**src/rtl/mem_port_arbiter_if.sv**
```systemverilog
// mem_port_arbiter_if: requester/memory bundle shared by the memory port arbiter and its users.
interface mem_port_arbiter_if #(parameter int N = 64);
    logic [2:0]     req;
    logic [2:0]     we;
    logic [3*N-1:0] addr_in;
    logic [3*N-1:0] wdata_in;
    logic [N-1:0]   mem_rdata;
    logic           mem_en;
    logic           mem_we;
    logic [N-1:0]   mem_addr;
    logic [N-1:0]   mem_wdata;
    logic [N-1:0]   rdata;
    logic [2:0]     done;
    logic [2:0]     grant;
    logic           busy;
    modport slave (
        input  req, we, addr_in, wdata_in, mem_rdata,
        output mem_en, mem_we, mem_addr, mem_wdata, rdata, done, grant, busy
    );
    modport master (
        output req, we, addr_in, wdata_in, mem_rdata,
        input  mem_en, mem_we, mem_addr, mem_wdata, rdata, done, grant, busy
    );
endinterface

```
**src/rtl/mem_port_arbiter.sv**
```systemverilog
// mem_port_arbiter: round-robin owner of the unified memory port (fetch, load/store, DMA).
// Define ARB_FETCH_PRIORITY_EN to give fetch absolute priority over the other two.
module mem_port_arbiter #(
    parameter int N           = 64,
    parameter int WAIT_CYCLES = 1
) (
    input logic            clock,
    input logic            reset,
    mem_port_arbiter_if.slave bus
);
    typedef enum logic [1:0] {IDLE, ACCESS, DONE} state_t;
    state_t         state, state_d;
    logic [7:0]     cnt, cnt_d;
    logic [1:0]     last, last_d, win;
    logic           mem_en_d, mem_we_d, busy_d;
    logic [N-1:0]   mem_addr_d, mem_wdata_d, rdata_d, addr_sel, wdata_sel;
    logic [2:0]     done_d, grant_d;
`ifdef ARB_FETCH_PRIORITY_EN
    assign win = bus.req[0] ? 2'd0 :
                 (last == 2'd1) ? (bus.req[2] ? 2'd2 : 2'd1) :
                                  (bus.req[1] ? 2'd1 : 2'd2);
`else
    logic [1:0] c1, c2;
    assign c1  = (last == 2'd2) ? 2'd0 : last + 2'd1;
    assign c2  = (c1 == 2'd2) ? 2'd0 : c1 + 2'd1;
    assign win = bus.req[c1] ? c1 : bus.req[c2] ? c2 : last;
`endif
    assign addr_sel  = (win == 2'd0) ? bus.addr_in[0 +: N] :
                       (win == 2'd1) ? bus.addr_in[N +: N] : bus.addr_in[2*N +: N];
    assign wdata_sel = (win == 2'd0) ? bus.wdata_in[0 +: N] :
                       (win == 2'd1) ? bus.wdata_in[N +: N] : bus.wdata_in[2*N +: N];
    always_comb begin
        state_d     = state;
        cnt_d       = cnt;
        last_d      = last;
        mem_en_d    = bus.mem_en;
        mem_we_d    = bus.mem_we;
        mem_addr_d  = bus.mem_addr;
        mem_wdata_d = bus.mem_wdata;
        rdata_d     = bus.rdata;
        grant_d     = bus.grant;
        done_d      = 3'b000;
        case (state)
            IDLE: if (bus.req != 3'b000) begin
                mem_addr_d  = addr_sel;
                mem_wdata_d = wdata_sel;
                mem_we_d    = bus.we[win];
                mem_en_d    = 1'b1;
                grant_d     = 3'b001 << win;
                cnt_d       = 8'(WAIT_CYCLES);
`ifdef ARB_FETCH_PRIORITY_EN
                if (win != 2'd0) last_d = win;
`else
                last_d = win;
`endif
                state_d = ACCESS;
            end
            ACCESS: if (cnt != 8'd0) begin
                cnt_d = cnt - 8'd1;
            end else begin
                rdata_d  = bus.mem_we ? bus.rdata : bus.mem_rdata;
                mem_en_d = 1'b0;
                mem_we_d = 1'b0;
                done_d   = bus.grant;
                state_d  = DONE;
            end
            default: begin
                grant_d = 3'b000;
                state_d = IDLE;
            end
        endcase
        busy_d = state_d != IDLE;
    end
    always_ff @(posedge clock) begin
        if (reset) begin
            state         <= IDLE;
            cnt           <= 8'd0;
            last          <= 2'd2;
            bus.mem_en    <= 1'b0;
            bus.mem_we    <= 1'b0;
            bus.mem_addr  <= '0;
            bus.mem_wdata <= '0;
            bus.rdata     <= '0;
            bus.done      <= 3'b000;
            bus.grant     <= 3'b000;
            bus.busy      <= 1'b0;
        end else begin
            state         <= state_d;
            cnt           <= cnt_d;
            last          <= last_d;
            bus.mem_en    <= mem_en_d;
            bus.mem_we    <= mem_we_d;
            bus.mem_addr  <= mem_addr_d;
            bus.mem_wdata <= mem_wdata_d;
            bus.rdata     <= rdata_d;
            bus.done      <= done_d;
            bus.grant     <= grant_d;
            bus.busy      <= busy_d;
        end
    end
endmodule

```
**src/flat_wrapper.sv**
```systemverilog
// flat-port wrapper written by rule: the top's interface ports become plain ports
module mem_port_arbiter_flat 
#(
    parameter int N           = 64,
    parameter int WAIT_CYCLES = 1
)
  (clock, reset, bus_req, bus_we, bus_addr_in, bus_wdata_in, bus_mem_rdata, bus_mem_en, bus_mem_we, bus_mem_addr, bus_mem_wdata, bus_rdata, bus_done, bus_grant, bus_busy);
  mem_port_arbiter_if #(.N(N)) bus_i ();
  input logic clock;
  input logic reset;
  input wire logic [$bits(bus_i.req)-1:0] bus_req;
  input wire logic [$bits(bus_i.we)-1:0] bus_we;
  input wire logic [$bits(bus_i.addr_in)-1:0] bus_addr_in;
  input wire logic [$bits(bus_i.wdata_in)-1:0] bus_wdata_in;
  input wire logic [$bits(bus_i.mem_rdata)-1:0] bus_mem_rdata;
  output wire logic [$bits(bus_i.mem_en)-1:0] bus_mem_en;
  output wire logic [$bits(bus_i.mem_we)-1:0] bus_mem_we;
  output wire logic [$bits(bus_i.mem_addr)-1:0] bus_mem_addr;
  output wire logic [$bits(bus_i.mem_wdata)-1:0] bus_mem_wdata;
  output wire logic [$bits(bus_i.rdata)-1:0] bus_rdata;
  output wire logic [$bits(bus_i.done)-1:0] bus_done;
  output wire logic [$bits(bus_i.grant)-1:0] bus_grant;
  output wire logic [$bits(bus_i.busy)-1:0] bus_busy;
  assign bus_i.req = bus_req;
  assign bus_i.we = bus_we;
  assign bus_i.addr_in = bus_addr_in;
  assign bus_i.wdata_in = bus_wdata_in;
  assign bus_i.mem_rdata = bus_mem_rdata;
  assign bus_mem_en = bus_i.mem_en;
  assign bus_mem_we = bus_i.mem_we;
  assign bus_mem_addr = bus_i.mem_addr;
  assign bus_mem_wdata = bus_i.mem_wdata;
  assign bus_rdata = bus_i.rdata;
  assign bus_done = bus_i.done;
  assign bus_grant = bus_i.grant;
  assign bus_busy = bus_i.busy;
  mem_port_arbiter #(.N(N), .WAIT_CYCLES(WAIT_CYCLES)) u_core (.clock(clock), .reset(reset), .bus(bus_i));
endmodule
```
**config.mk**
```make
export PLATFORM = sky130hd
export DESIGN_NAME = mem_port_arbiter_flat
export DESIGN_NICKNAME = d
export VERILOG_FILES = /design/src/rtl/mem_port_arbiter_if.sv /design/src/rtl/mem_port_arbiter.sv /design/src/flat_wrapper.sv
export SDC_FILE = /design/constraint.sdc
export NUM_CORES = 1
export LEC_CHECK = 0
export ABC_AREA = 1
export CELL_PAD_IN_SITES_DETAIL_PLACEMENT = 1
export CELL_PAD_IN_SITES_GLOBAL_PLACEMENT = 1
export CORE_ASPECT_RATIO = 0.5
export CORE_MARGIN = 1.5
export CORE_UTILIZATION = 22
export CTS_CLUSTER_SIZE = 30
export DETAILED_ROUTE_END_ITERATION = 7
export PLACE_DENSITY_LB_ADDON = 0.1
export SLEW_MARGIN = 30
export SYNTH_ARGS = -nofsm -noshare
export SYNTH_HDL_FRONTEND = slang
export SYNTH_SLANG_ARGS = --single-unit
```
**constraint.sdc**
```tcl
create_clock -name clock -period 1.73 [get_ports clock]
set_input_delay 0.2595 -clock clock [delete_from_list [all_inputs] [get_ports clock]]
set_output_delay 0.2595 -clock clock [all_outputs]
set_load 0.02 [all_outputs]
```
==> Word level (Yosys, flattened, before mapping) <==
Cells that the tools add are included.
{ "classes": {"add_sub_neg": 3, "reduce_logical": 12, "eq_ne": 7, "muxes": 27, "shift": 1, "bitwise_logic": 3, "magnitude_cmp": 3} }
{ "ops": {"columns": ["cell", "n"], "rows": [
  ["64-bit 2-to-1 mux", 4],
  ["8-bit 2-to-1 mux", 2],
  ["8-bit case mux with 2 select lines", 1],
  ["2-bit 2-to-1 mux", 6],
  ["2-bit by 3-bit less-than comparator with 1-bit output, second input constant", 3],
  ["3-bit AND reduction", 3],
  ["8-bit nonzero test", 1],
  ["8-bit by 1-bit subtractor with 8-bit output, second input constant", 1],
  ["1-bit binary-select mux with 2-bit select", 3],
  ["1-bit 2-to-1 mux", 6],
  ["3-bit case mux with 2 select lines", 1],
  ["2-bit by 1-bit adder with 2-bit output, second input constant", 2],
  ["2-bit by 1-bit equality test with 1-bit output, second input constant", 2],
  ["2-bit equality test, second input constant", 2],
  ["2-bit logical NOT", 2],
  ["2-bit by 1-bit inequality test with 1-bit output, second input constant", 2],
  ["1-bit case mux with 2 select lines", 2],
  ["2-bit case mux with 2 select lines", 1],
  ["2-bit AND reduction", 2],
  ["2-bit nonzero test", 2],
  ["3-bit 2-to-1 mux", 1],
  ["1-bit inverter", 3],
  ["3-bit nonzero test", 1],
  ["3-bit OR reduction", 1],
  ["2 further kinds", 2]
]} }
{ "word_totals": {"wordCells": 67, "inputBits": 456, "out_inout_bits": 201, "register_bits": 213} }

==> Logic depth before layout (Yosys ltp) <==
Gate-level depths: netlist of run 1.
{ "logic_depth": {"depth_word": 12, "mapped_depth": 14, "ltp_nobuf": 12} }

==> Worst setup path before layout of run 1 <==
OpenSTA, ideal clock, no wires.
{ "synth_path": {"path_type": "reg2reg", "startpoint": "register u_core.cnt[0]", "endpoint": "register u_core.bus.rdata[10]", "t_required_ns": 1.602, "stages_incl_launch_ff": 12, "period_less_slack_ns": 1.780, "arrival_ns": 1.652, "path_slack_ns": -0.050, "n_path_buf": 2, "setup_ns": 0.128, "cell_sequence": "dfxtp_1 > inv_1 > ha_1 > nand2_1 > nor3_1 > nand3_1 > nor2_1 > nand2_1 > clkbuf_1 > clkbuf_1 > o21ai_0 > a21oi_1"} }
{ "synth_via": {"elab_chain_cells": 3} }
{ "synth_rtl": {"columns": ["element", "line_no", "source"], "rows": [
  ["start: declaration", "mem_port_arbiter.sv:13", "logic [7:0] cnt, cnt_d;"],
  ["start signal: assignment", "mem_port_arbiter.sv:89", "cnt <= cnt_d;"],
  ["8-bit nonzero test", "mem_port_arbiter.sv:58", "ACCESS: if (cnt != 8'd0) begin"],
  ["1-bit inverter (no source line)", null, null],
  ["3-bit AND reduction (no source line)", null, null],
  ["end signal: assignment", "mem_port_arbiter.sv:95", "bus.rdata <= rdata_d;"],
  ["end: declaration", "mem_port_arbiter_if.sv:18", "output mem_en, mem_we, mem_addr, mem_wdata, rdata, done, grant, busy"]
]} }
No other way between the ends.
A chain may end at the register's enable or synchronous reset.

==> Final worst setup path of run 1 <==
{ "layout_path": {"startpoint": "register u_core.last[1]", "endpoint": "register u_core.bus.mem_wdata[57]"} }
{ "layout_via": {"elab_chain_cells": 11, "elab_cells_between_ends": 16, "cone_classes": "add/sub: 2; eq/ne: 3; mux: 10; reduce/logical: 1"} }
{ "layout_rtl": {"columns": ["element", "line_no", "source"], "rows": [
  ["start: declaration", "mem_port_arbiter.sv:14", "logic [1:0] last, last_d, win;"],
  ["start signal: assignment", "mem_port_arbiter.sv:90", "last <= last_d;"],
  ["2-bit by 1-bit adder with 2-bit output / 2-bit equality test (equally long branches)", "mem_port_arbiter.sv:24", "assign c1 = (last == 2'd2) ? 2'd0 : last + 2'd1;"],
  ["2-bit 2-to-1 mux", "mem_port_arbiter.sv:24", null],
  ["2-bit by 1-bit adder with 2-bit output / 2-bit equality test (equally long branches)", "mem_port_arbiter.sv:25", "assign c2 = (c1 == 2'd2) ? 2'd0 : c1 + 2'd1;"],
  ["2-bit 2-to-1 mux", "mem_port_arbiter.sv:25", null],
  ["1-bit binary-select mux with 2-bit select", "mem_port_arbiter.sv:26", "assign win = bus.req[c1] ? c1 : bus.req[c2] ? c2 : last;"],
  ["1-bit 2-to-1 mux (implied by the code)", "mem_port_arbiter.sv:26", null],
  ["2-bit 2-to-1 mux", "mem_port_arbiter.sv:26", null],
  ["2-bit 2-to-1 mux (*)", "mem_port_arbiter.sv:26", null],
  ["2-bit by 1-bit equality test with 1-bit output", "mem_port_arbiter.sv:31", "(win == 2'd1) ? bus.wdata_in[N +: N] : bus.wdata_in[2*N +: N];"],
  ["64-bit 2-to-1 mux", "mem_port_arbiter.sv:31", null],
  ["64-bit 2-to-1 mux (*)", "mem_port_arbiter.sv:30", "assign wdata_sel = (win == 2'd0) ? bus.wdata_in[0 +: N] :"],
  ["end signal: assignment", "mem_port_arbiter.sv:94", "bus.mem_wdata <= mem_wdata_d;"],
  ["end: declaration", "mem_port_arbiter_if.sv:18", null]
]} }
Every way passes the cells marked *; elsewhere a longest branch is shown, timed or not. The select of a mux whose other input is x is not followed.

==> results of run 1 <==
cell type report:
| cell class | count | area (um^2) |
|---|---|---|
| Fill cell | 6172 | 26600 |
| Timing Repair Buffer | 858 | 9830 |
| Multi-Input combinational cell | 1249 | 6790 |
| Sequential cell | 213 | 4270 |
| Inverter | 350 | 1330 |
| Tap cell | 690 | 863 |
| Clock buffer | 32 | 682 |
| Clock inverter | 14 | 269 |
| Antenna cell | 13 | 32.5 |
| Timing Repair inverter | 1 | 20.0 |
synthesized netlist by cell type, drive strengths merged (2+ instances only):
cell,count,share of area
xor2,3,0.0023
nand3,269,0.12
nand2,796,0.26
buf,66,0.032
nand4,2,0.0011
a21oi,76,0.033
nor3,2,0.00088
inv,349,0.11
o21ai,69,0.030
clkbuf,52,0.017
nor2,26,0.0096
dfxtp,213,0.37
worst max path at each step:
stage | startpoint | to | cells after the start
final | u_core.last[1]$_SDFFE_PP1P_ | u_core.bus.mem_wdata[57]$_SDFFE_PP0P_ | 16
after global routing | u_core.last[1]$_SDFFE_PP1P_ | u_core.bus.mem_wdata[57]$_SDFFE_PP0P_ | 16
after CTS | u_core.cnt[0]$_SDFFE_PP0P_ | u_core.bus.rdata[7]$_SDFFE_PP0P_ | 11
after detailed placement | bus_req[2] | u_core.bus.mem_addr[24]$_SDFFE_PP0P_ | 13
after global placement | bus_req[2] | u_core.bus.mem_addr[45]$_SDFFE_PP0P_ | 13
after floorplan | u_core.cnt[0]$_SDFFE_PP0P_ | u_core.bus.rdata[10]$_SDFFE_PP0P_ | 11
what timing repair did:
item                                    CTS  global route
endpoints found under the setup margin  410           205
gates resized for setup                 598           199
buffers inserted                         37            13
gates cloned                             52             6
pin swaps                                77            74
cells by family (layout without fill, tap and decap cells):
logic type | count (synthesis) | count (layout) | synth area share
flops | 213 | 213 | 0.374
simple gates | 1095 | 1097 | 0.393
compound gates | 148 | 148 | 0.0655
other cells | 0 | 13 | 0
fa+ha+maj | 1 | 1 | 0.00110
xor+xnor | 3 | 3 | 0.00230
buf+inv | 468 | 1255 | 0.164
flip-flops by register name, indices dropped and copies added (netlist names), 2 cells and up:
signal                flops
u_core.bus.done           3
u_core.bus.mem_addr      64
u_core.bus.rdata         64
u_core.last               2
u_core.bus.grant          3
u_core.state              2
u_core.bus.mem_wdata     64
u_core.cnt                8
stage by stage:
stage,instances,cell area [um^2],hold slack (ns),utilization,TNS (ns)
floorplan,1928,11400,0.343,-,0
global placement,3259,19400,0.429,0.383,-72.26
detailed placement,3259,19400,0.435,0.383,-80.69
CTS,3393,23200,0.277,0.457,-23.23
global route,3419,24100,0.307,0.475,-42.46
finish,3420,24100,0.311,0.475,-22.46
metal layers:
metal	vias to the layer above	wire length, um
li1	7391	-
met1	7101	28000
met2	330	34400
met3	86	2800
met4	0	1730
met5	-	0
critical path: stages (launching register included):
cell     delay, ns
dfxtp_4       0.38
nor2_4        0.15
nand2_2       0.08
nand2_2       0.09
inv_2         0.04
nand2_2       0.06
nand2_4       0.09
nor2_4        0.22
buf_6         0.15
buf_12        0.13
buf_12        0.12
buf_16        0.11
nand2_2       0.05
nand2_1       0.05
inv_1         0.04
nand2_1       0.06
nand2_1       0.05
cell usage in the layout, fill, tap and decap left out, types with 5 or more instances in the layout:
master,count
a21oi_1,26
a21oi_2,47
buf_12,57
buf_16,47
buf_4,58
buf_6,23
buf_8,7
bufinv_16,7
clkbuf_16,31
clkdlybuf4s50_1,455
dfxtp_1,209
diode_2,13
dlygate4sd2_1,201
inv_1,329
inv_2,19
nand2_1,680
nand2_2,92
nand2_4,22
nand3_1,188
nand3_2,75
nand3_4,6
nor2_1,16
nor2_4,6
o21ai_0,5
o21ai_1,6
o21ai_2,42
o21ai_4,16
power by group through the flow:
stage          clock [uW]  combinational, uW  sequential [uW]
6_report             6370              34100             8480
5_1_grt              6810              36300             8770
4_1_cts              6580              32600             8440
3_5_place_dp            0              23000             8550
3_3_place_gp            0              22800             8530
2_1_floorplan           0               9060            11200
==> impl_metrics.tcl, run 1 <==
set metrics [dict create \
    postRouteWirelength_mm 67.0 \
    intPower_uw 26900 \
    grt_start_max_net_pins 53 \
    synth_nets 2385 \
    ff2ff_path_depth 16 \
    clkTransAtPathRegs_ns 0.07 \
    drive_gt1_frac 0.217 \
    async_flop_share 0 \
    clockBufferDepth 3 \
    syn_to_final_growth_pct 111 \
    die_w_um 325 \
    start_kind "flop" \
    ys.flop_type "dfxtp_1" \
    fmax_mhz 507 \
    ys.warnings.count 0 \
    die-area_mm2 0.0533 \
    clock_latency_ns 0.56 \
    synth.cell_area_mm2 0.0114 \
    syn_area_per_cell_um2 5.92 \
    dr.pass1.iters 5 \
    power.share.switching 0.451 \
    p_leak_uw 0.0123 \
    cap_viol_max_count 0 \
    first_global_vias 15300 \
    gp_congestion 0.800 \
    finalCriticalPeriod_ns 1.97 \
    routed-via-count 14900 \
    slew_viol_final 0 \
    root_buffer "clkbuf_16" \
    cts_hold_buf 0 \
    die_height_um 164 \
    pre_cts_ws_ns -0.544 \
    p_switching_uw 22100 \
    grt_use_total 0.239 \
    drtIter0Drc 610 \
    antenna_left 0 \
    setup_viol 183 \
    cp_data_required_time_ns 2.21 \
    rows 58 \
    nNetsFinal 3155 \
    grt.busiest_layer "met2" \
    initial_core_util 0.225 \
    coreArea_mm2 0.0507 \
    cts.sinks 213 \
    portBuffers 656 \
    met1_usage 0.291 \
    skew_ns 0.0120 \
    status "finished, violations left" \
    critPathKind "flop to flop" \
    cp.arrival_ns 2.45 \
    remaining_drc_errors 0 \
    worst-r2r-setup-slack_ns -0.24 \
    antenna_found_initial 11 \
    hold_viol 0 \
    yosysSeqAreaShare 0.374 \
    grt.met3_usage 0.0394 \
    p_total_uw 49000 \
    htreeDepth 1 \
    cp_max_fo 6 \
    power_density_mw_per_mm2 2030 \
    min_path_type "input pin to flop" \
    synthCells 1928 \
    slew_headroom 0.715 \
    r2r-end "u_core.bus.mem_wdata[57]$_SDFFE_PP0P_" \
    tritoncts.num_buffers 25 \
    grt_pass1_wl_mm 96.6 \
    hpwl_mm 43.3 \
    fin_crit_sh 1.14 \
    whs_path_depth 3 \
    ir_worst_vdd_v 0.000947 \
    synth_seq_cells 213 \
    combPwrFrac 0.697 \
    seqPwrFrac 0.173 \
    critPathCaptureType "flop" \
    holdPathEnd "u_core.bus.rdata[15]$_SDFFE_PP0P_" \
    hold_start "bus_mem_rdata[15]" \
    r2r_start "u_core.last[1]$_SDFFE_PP1P_" \
    vias_per_cell 4.36 \
    use_met2 0.437 \
    overflow 0 \
    cts_tree "done" \
    avgRoutedWirePerCell_um 19.6 \
    pwr-share-clk 0.130 \
    worst_pin_slew_ns 0.427 \
    rsz0062_at_grt "yes" \
    yosysUniqueCellTypes 26 \
    violations "setup timing" \
    io_pins 657 \
    synth-edff-count 0 \
    worst_slack_ns -0.243 \
]
Note: power is estimated with default switching activity, not from simulation.
==> run 2: changes to the inputs <==
--- a/config.mk
+++ b/config.mk
@@ -11,6 +11,7 @@
 export CORE_ASPECT_RATIO = 0.5
 export CORE_MARGIN = 1.5
 export CORE_UTILIZATION = 22
+export CTS_CLUSTER_DIAMETER = 40
 export CTS_CLUSTER_SIZE = 30
 export DETAILED_ROUTE_END_ITERATION = 7
 export PLACE_DENSITY_LB_ADDON = 0.1
==> run 2 against run 1 <==
Against the previous run:
- the flow still finishes with violations (setup timing)
- sequential power hardly changed
- hold slack gained 0.042 ns
- design area up 3.1%
- die area unchanged
- largest cell class unchanged
==> impl_metrics.tcl, run 2 (synthesized netlist as in run 1, its figures left out) <==
set metrics [dict create \
    routed-via-count 15000 \
    fin_crit_sh 1.11 \
    die-area_mm2 0.0533 \
    cp_data_required_time_ns 2.15 \
    antenna_found_initial 4 \
    min_path_type "input pin to flop" \
    slew_viol_final 0 \
    htreeDepth 2 \
    vias_per_cell 4.38 \
    cts_tree "done" \
    hpwl_mm 43.3 \
    antenna_left 0 \
    r2r-end "u_core.bus.rdata[43]$_SDFFE_PP0P_" \
    cts_hold_buf 0 \
    die_w_um 325 \
    worst-r2r-setup-slack_ns -0.20 \
    ff2ff_path_depth 11 \
    fmax_mhz 519 \
    cap_viol_max_count 0 \
    coreArea_mm2 0.0507 \
    slew_headroom 0.503 \
    crit_start "u_core.cnt[0]$_SDFFE_PP0P_" \
    grt_start_max_net_pins 53 \
    initial_core_util 0.225 \
    critPathCaptureType "flop" \
    grt_pass1_wl_mm 91.9 \
    finalCriticalPeriod_ns 1.93 \
    clockBufferDepth 3 \
    portBuffers 656 \
    tritoncts.num_buffers 38 \
    status "finished, violations left" \
    grt_use_total 0.226 \
    p_leak_uw 0.0144 \
    clock_latency_ns 0.53 \
    die_height_um 164 \
    violations "setup timing" \
    cp.arrival_ns 2.35 \
    dr.pass1.iters 5 \
    crit_end "u_core.bus.rdata[43]$_SDFFE_PP0P_" \
    worst_slack_ns -0.197 \
    first_global_vias 14800 \
    rsz0062_at_grt "yes" \
    post-place-cells 3259 \
    drive_gt1_frac 0.227 \
    layout_common_cells "638 x nand2_1, 455 x clkdlybuf4s50_1, 324 x inv_1" \
    final_common_cell "nand2_1" \
    instances_no_fill 3425 \
    cts.sinks 213 \
    nNetsFinal 3159 \
    final_core_util 0.490 \
    start_kind "flop" \
    remaining_drc_errors 0 \
    gp_congestion 0.800 \
    root_buffer "clkbuf_16" \
    syn_to_final_growth_pct 118 \
    pre_cts_ws_ns -0.544 \
    clkTransAtPathRegs_ns 0.06 \
    critPathKind "flop to flop" \
    overflow 0 \
    r2r_start "u_core.cnt[0]$_SDFFE_PP0P_" \
    ir_worst_vdd_v 0.000925 \
    power_density_mw_per_mm2 2050 \
    io_pins 657 \
    worst_pin_slew_ns 0.745 \
    hold_viol 0 \
    skew_ns 0.0176 \
    rows 58 \
    postRouteWirelength_mm 68.5 \
    cp_max_fo 6 \
    avgRoutedWirePerCell_um 20.0 \
    drtIter0Drc 595 \
    setup_viol 197 \
    reg_top3 "u_core.bus.mem_addr (64), u_core.bus.mem_wdata (64), u_core.bus.rdata (64)" \
    setup_total_negative_slack_ns -23.79 \
]
-- run 2: routing by layer --
| layer | GRT usage | vias up | routed length [um] |
|---|---|---|---|
| li1 | - | 7388 | - |
| met1 | 0.268 | 7210 | 29200 |
| met2 | 0.426 | 327 | 35300 |
| met3 | 0.0391 | 74 | 2660 |
| met4 | 0.0480 | 0 | 1330 |
| met5 | 0 | - | 0 |
-- run 2: worst min path at each step --
stage | to | depth (start not counted) | startpoint
3_5_place_dp | u_core.bus.rdata[48]$_SDFFE_PP0P_ | 2 | u_core.bus.rdata[48]$_SDFFE_PP0P_
6_report | u_core.bus.rdata[28]$_SDFFE_PP0P_ | 3 | bus_mem_rdata[28]
3_3_place_gp | u_core.bus.rdata[52]$_SDFFE_PP0P_ | 2 | u_core.bus.rdata[52]$_SDFFE_PP0P_
5_1_grt | u_core.bus.rdata[16]$_SDFFE_PP0P_ | 3 | bus_mem_rdata[16]
2_1_floorplan | u_core.state[1]$_SDFF_PP0_ | 1 | reset
4_1_cts | u_core.bus.rdata[63]$_SDFFE_PP0P_ | 3 | bus_mem_rdata[63]
-- run 2: critical path, cell delays in order (launching register included) --
cell and delay, ns:
dfxtp_2 0.31, inv_2 0.07, ha_4 0.15, nand2_4 0.06
nor3_4 0.14, nand3_2 0.15, nor2_4 0.17, buf_12 0.16
nand2_8 0.09, clkbuf_16 0.21, o21ai_0 0.24, a21oi_2 0.05
-- run 2: timing repair --
item	4_1_cts	5_1_grt
gates resized for setup	277	537
endpoints found under the setup margin	410	370
endpoints found under the hold margin	0	0
cloned	29	32
pin swaps	30	127
setup buffers	25	13
-- run 2: area by class of cell --
cell class / instances / area [um^2]
Sequential cell: 213 / 4270
Clock inverter: 22 / 287
Inverter: 350 / 1340
Antenna cell: 5 / 12.5
Clock buffer: 46 / 1060
Timing Repair Buffer: 848 / 10100
Fill cell: 6062 / 25900
Multi-Input combinational cell: 1251 / 6880
Tap cell: 690 / 863
-- run 2: where the power goes --
| part | internal [uW] | switching (uW) |
|---|---|---|
| clock network | 5190 | 2970 |
| registers | 7280 | 1230 |
| logic | 15800 | 18600 |
| total | 28300 | 22800 |
-- run 2: per-stage QoR --
| stage | hold WS [ns] | instance area (um^2) | total power (uW) |
|---|---|---|---|
| floorplan | 0.343 | 11400 | 20200 |
| global placement | 0.429 | 19400 | 31300 |
| detailed placement | 0.435 | 19400 | 31500 |
| CTS | 0.319 | 22500 | 46100 |
| global route | 0.353 | 24800 | 53900 |
| finish | 0.353 | 24900 | 51000 |
